===== src/rtl/hack_pkg.sv =====
// Shared CPU-core constants and the program-counter operation encoding.
package hack_pkg;

  localparam int          PC_WIDTH    = 16;
  localparam logic [15:0] RESET_ADDR  = 16'h0000;
  localparam logic [15:0] TRAP_VECTOR = 16'h7FF0;

  typedef enum logic [2:0] {
    PC_HOLD,
    PC_INC,
    PC_LOAD,
    PC_CALL,
    PC_RET
  } pc_op_t;

endpackage


===== src/rtl/lifo_stack.sv =====
// Generic LIFO of DEPTH entries with occupancy count; push is ignored when full, pop when empty.
module lifo_stack #(
  parameter int WIDTH = 16,
  parameter int DEPTH = 8
) (
  input  logic                       clk,
  input  logic                       reset,
  input  logic                       push_i,
  input  logic                       pop_i,
  input  logic [WIDTH-1:0]           wdata_i,
  output logic [WIDTH-1:0]           rdata_o,
  output logic [$clog2(DEPTH+1)-1:0] count_o
);

  localparam int CW = $clog2(DEPTH+1);
  localparam int AW = $clog2(DEPTH);

  logic [WIDTH-1:0] mem_q [DEPTH];
  logic [CW-1:0]    count_q, count_d;
  logic [AW-1:0]    wr_idx, rd_idx;
  logic             push_ok, pop_ok;

  assign push_ok = push_i && !pop_i && (count_q != CW'(DEPTH));
  assign pop_ok  = pop_i && (count_q != '0);
  assign wr_idx  = AW'(count_q);
  assign rd_idx  = AW'(count_q - CW'(1));
  assign rdata_o = mem_q[rd_idx];
  assign count_o = count_q;

  always_comb begin
    count_d = count_q;
    if (push_ok)     count_d = count_q + CW'(1);
    else if (pop_ok) count_d = count_q - CW'(1);
  end

  always_ff @(posedge clk) begin
    if (reset) count_q <= '0;
    else       count_q <= count_d;
  end

  // NOTE: the storage array has no reset; only count_q defines which entries are valid.
  always_ff @(posedge clk) begin
    if (push_ok) mem_q[wr_idx] <= wdata_i;
  end

endmodule


===== src/rtl/pc_call_stack.sv =====
// Program counter with hardware return-address stack and sticky fault flags.
// Optional build macro PC_TRAP_EN: stack faults redirect the PC to TRAP_VECTOR.
module pc_call_stack #(
  parameter int               WIDTH       = hack_pkg::PC_WIDTH,
  parameter int               DEPTH       = 8,
  parameter logic [WIDTH-1:0] RESET_ADDR  = WIDTH'(hack_pkg::RESET_ADDR)
`ifdef PC_TRAP_EN
  , parameter logic [WIDTH-1:0] TRAP_VECTOR = WIDTH'(hack_pkg::TRAP_VECTOR)
`endif
) (
  input  logic                       clk,
  input  logic                       reset,
  input  logic                       load,
  input  logic                       inc,
  input  logic                       call,
  input  logic                       ret,
  input  logic                       clr_err,
  input  logic [WIDTH-1:0]           data,
  output logic [WIDTH-1:0]           out,
  output logic [$clog2(DEPTH+1)-1:0] sp,
  output logic                       full,
  output logic                       empty,
  output logic                       overflow,
  output logic                       underflow
);

  import hack_pkg::*;

  localparam int SPW = $clog2(DEPTH+1);

  pc_op_t           op;
  logic [WIDTH-1:0] pc_q, pc_d, pc_inc, top_addr;
  logic             ovf_q, ovf_d, unf_q, unf_d;
  logic             push, pop;
  logic [SPW-1:0]   count;

  assign pc_inc = pc_q + WIDTH'(1);

  // Fixed priority: ret > call > load > inc; anything below the winner is dropped.
  always_comb begin
    op = PC_HOLD;
    if (ret)       op = PC_RET;
    else if (call) op = PC_CALL;
    else if (load) op = PC_LOAD;
    else if (inc)  op = PC_INC;
  end

  // NOTE: every output of this block is defaulted up front so no path infers a latch.
  always_comb begin
    pc_d  = pc_q;
    ovf_d = clr_err ? 1'b0 : ovf_q;
    unf_d = clr_err ? 1'b0 : unf_q;
    push  = 1'b0;
    pop   = 1'b0;
    unique case (op)
      PC_INC:  pc_d = pc_inc;
      PC_LOAD: pc_d = data;
      PC_CALL: begin
        if (!full) begin
          push = 1'b1;
          pc_d = data;
        end else begin
          ovf_d = 1'b1;
`ifdef PC_TRAP_EN
          pc_d  = TRAP_VECTOR;
`else
          pc_d  = data;
`endif
        end
      end
      PC_RET: begin
        if (!empty) begin
          pop  = 1'b1;
          pc_d = top_addr;
        end else begin
          unf_d = 1'b1;
`ifdef PC_TRAP_EN
          pc_d  = TRAP_VECTOR;
`endif
        end
      end
      default: ;
    endcase
  end

  // NOTE: state registers use non-blocking assignments; reset is synchronous and wins over all requests.
  always_ff @(posedge clk) begin
    if (reset) begin
      pc_q  <= RESET_ADDR;
      ovf_q <= 1'b0;
      unf_q <= 1'b0;
    end else begin
      pc_q  <= pc_d;
      ovf_q <= ovf_d;
      unf_q <= unf_d;
    end
  end

  lifo_stack #(
    .WIDTH (WIDTH),
    .DEPTH (DEPTH)
  ) u_stack (
    .clk     (clk),
    .reset   (reset),
    .push_i  (push),
    .pop_i   (pop),
    .wdata_i (pc_inc),
    .rdata_o (top_addr),
    .count_o (count)
  );

  assign out       = pc_q;
  assign sp        = count;
  assign full      = (count == SPW'(DEPTH));
  assign empty     = (count == '0);
  assign overflow  = ovf_q;
  assign underflow = unf_q;

endmodule


===== config.mk =====
export PLATFORM = sky130hd
export DESIGN_NAME = pc_call_stack
export DESIGN_NICKNAME = d
export VERILOG_FILES = /design/src/rtl/hack_pkg.sv /design/src/rtl/lifo_stack.sv /design/src/rtl/pc_call_stack.sv
export SDC_FILE = /design/constraint.sdc
export NUM_CORES = 1
export LEC_CHECK = 0
export BUFFER_PORTS_ARGS = -buffer_cell sky130_fd_sc_hd__buf_2
export CAP_MARGIN = 20
export CORE_ASPECT_RATIO = 0.6
export CORE_MARGIN = 1
export CORE_UTILIZATION = 55
export CTS_CLUSTER_DIAMETER = 120
export CTS_CLUSTER_SIZE = 28
export DETAILED_ROUTE_END_ITERATION = 10
export PLACE_DENSITY = 0.72
export SLEW_MARGIN = 30
export SYNTH_ARGS = -nofsm -noshare
export SYNTH_HDL_FRONTEND = slang
export SYNTH_SLANG_ARGS = --single-unit

===== constraint.sdc =====
create_clock -name clk -period 5 [get_ports clk]
set_input_delay 0.5 -clock clk [delete_from_list [all_inputs] [get_ports clk]]
set_output_delay 0.5 -clock clk [all_outputs]
set_load 0.05 [all_outputs]

==> out/results.txt <==
Total core area - 11400 um^2
Synthesized flop and latch total - 150
Clk_lat worst skew - 0.42 ns
Cells after Synth - 440
Routed wire per std cell - 24.3 um
Switch share - 38.8%
Largest net degree at the start of global routing - 40
Die span in x - 142 um
Top_reg_cell synth - edfxtp_1
Pleak - 2.57 nW
Simple-gate portion of the synthesized area - 10.4%
Most area-hungry cell type in the Yosys netlist - edfxtp_1
Clock power share - 24.2%
Startpoint Class - register
# diodes - 0
Die height - 86.0 um
Critical path arrival - 3.27 ns
Netlist cell types - 59
Synth top area cells - edfxtp_1 (59%), mux4_2 (8.0%), dfxtp_1 (6.8%)
Setup violations, final - 0
Reg-to-reg startpoint - u_stack.count_o[1]$_SDFFE_PP0P_
Largest family of logic cells by synthesized area - multiplexers
Count leader, synth - edfxtp_1
Power density cells - 648 nW/um^2
DRT iter0 DRCs - 444
Post-synthesis sequential area ratio - 66.2%
Critical Path End Type - register
Internal power consumption - 2.96 mW
Area grow syn2layout - 15.3%
Met1 global-route usage - 43.4%
ANT nets after route - 0
GPL Wtd Cong - 0.938
Max_slew headroom - 38.8%
Synth Cell Area - 6470 um^2
Worst R2R Setup Slack - 2.02 ns
Logic pwr share - 37.8%
First-pass GRT wire length - 24100 um
Warnings from Yosys - 0
Nets@finish - 518
Tcrit/Tclk final - 59.5%
Reg-to-reg endpoint - out[14]$_SDFFE_PP0P_
RSZ-0062 raised after global routing - false
IO buf count - 46
Layer with the highest usage - met1
Final min period - 2.98 ns
Max-cap violations - 0
Post-synthesis mux area share - 10.7%
Final hold vios - 0
Part of the power in registers - 38.1%
Status - complete, no violations
DRT Pass-1 Iters - 5
Die ar. - 12200 um^2
Via-to-Cell Ratio - 6.40
Min-Delay Path Depth - 3
GRT Util Overall - 28.1%
Initial antenna violation count - 0
Detailed placer's ending HPWL - 10400 um
Slew Limit Fails - 0
Post-synthesis compound-gate area fraction - 7.46%
Xor and xnor fraction of the mapped netlist area - 2.59%
Grt met2 use - 39.2%
Max Fclk - 336 MHz
Initial core utilization - 56.9%
Async SR Flop Fraction - 0%
Non-Filler Instances - 664
Vias - 4251
Grt ovf - 0
# resized after CTS - 0
Fraction of layout cells with a size suffix above 1 - 25.0%
Met3 GRT Util - 6.98%
Number of global-route vias before repair - 3989
HP Class - in2reg
DRT Wirelength - 16100 um
# rows - 30
Worst-case clock buffer depth - 2
CTS tree - done
Dpl cells - 633
Post-Synth Adder-Cell Area - 0.580%
Crit path kind - reg2reg
Clk slew on worst S/H paths - 0.06 ns
CP required - 5.30 ns
# DRC - 0
Syn Area/Cell - 14.7 um^2
I/O Pins - 47
H-tree depth - 4
Switching power total - 1.88 mW
Actual slew at the worst max-slew pin - 0.910 ns
Hold Path Sink - underflow$_SDFF_PP0_
Root buffer cell - clkbuf_16
Setup Skew - 0.00803 ns
Fin Setup TNS - 0 ns
Crit Path Max Fanout - 18
Post-CTS Hold Fix Bufs - 0
Setup bufs post-CTS - 0
Post-synth net total - 466
Clk sinks - 150
Post-synth EDFFs - 128
Post-synth top area share - 59.4%
CTS Buf Count - 17
Top cells by count, synth - edfxtp_1 (128), nand2_1 (43), nor2_1 (32)
Maximum VDD drop - 0.344 mV
Min-delay src - clr_err
FF-to-FF path depth - 8
cells by family (layout without fill, tap and decap cells):
| family | Yosys count | after routing |
|---|---|---|
| compound gates | 69 | 69 |
| xor+xnor | 17 | 17 |
| fa+ha+maj | 3 | 3 |
| simple gates | 138 | 138 |
| mux | 32 | 32 |
| flops | 150 | 150 |
| buf+inv | 31 | 95 |
layout make-up:
class	count	area, um^2
flip-flops and latches	150	4290
clock inverters	14	113
fillers	829	3910
repair buffers	58	320
inverters	6	22.5
well taps	160	200
multi-input cells	259	2100
clock buffers	17	425
routing by layer:
layer  vias up  wire [um]
li1       1831          -
met2       254       6770
met5         -          0
met1      2144       7400
met3        22       1680
met4         0        276
placed cells by master, fill, tap and decap left out, types with 6 or more instances in the layout:
master,Yosys,final
clkinv_2,0,6
nor2_1,32,30
mux4_2,23,23
dfxtp_1,22,21
nand4_1,7,7
edfxtp_1,128,128
clkbuf_16,0,17
nand3_1,9,9
xnor2_1,11,11
a211oi_1,7,7
buf_2,10,46
o21ai_0,15,15
and3_1,7,7
a21oi_1,9,9
nand2_1,43,43
buf_4,1,12
worst max-delay path: stages (launching register included):
cell	delay, ns
dfxtp_1	0.53
inv_1	0.11
ha_1	0.32
xor2_4	0.34
buf_4	0.35
mux4_1	0.59
mux2_1	0.31
a21oi_1	0.20
a2111oi_2	0.09
state kept, by name, summed over array words and instances (netlist names):
signal and count:
u_stack.mem_q 128, out 16, overflow 1, u_stack.count_o 4
underflow 1
stage by stage:
step           utilization [%]  setup slack (ns)  hold WS, ns  area (um^2)  power [mW]
2_1_floorplan                -             0.465        0.628         6470        3.14
3_3_place_gp              60.8              2.17        0.454         6920        3.62
3_5_place_dp              60.9              2.07        0.478         6930        3.65
4_1_cts                   65.6              2.04        0.370         7460        4.82
5_1_grt                   65.6              1.88        0.383         7460        5.03
6_report                  65.6              2.02        0.379         7460        4.84
worst max-delay path by stage:
stage / slack [ns] / cells past startpoint / from / endpoint
2_1_floorplan: 0.46 / 7 / u_stack.count_o[0]$_SDFFE_PP0P_ / u_stack.mem_q[0][0]$_DFFE_PP_
3_3_place_gp: 2.17 / 8 / u_stack.count_o[0]$_SDFFE_PP0P_ / out[14]$_SDFFE_PP0P_
3_5_place_dp: 2.07 / 8 / u_stack.count_o[0]$_SDFFE_PP0P_ / out[14]$_SDFFE_PP0P_
4_1_cts: 2.04 / 8 / u_stack.count_o[0]$_SDFFE_PP0P_ / out[14]$_SDFFE_PP0P_
5_1_grt: 1.88 / 8 / u_stack.count_o[0]$_SDFFE_PP0P_ / out[14]$_SDFFE_PP0P_
6_report: 2.02 / 8 / u_stack.count_o[1]$_SDFFE_PP0P_ / out[14]$_SDFFE_PP0P_
power groups by stage:
stage          Clock, mW  Sequential [mW]  Combinational [mW]
4_1_cts             1.18             1.83                1.81
2_1_floorplan          0             2.06                1.08
3_5_place_dp           0             1.86                1.79
5_1_grt             1.22             1.86                1.95
6_report            1.17             1.84                1.83
3_3_place_gp           0             1.85                1.77
(Power assumes the default switching activity.)
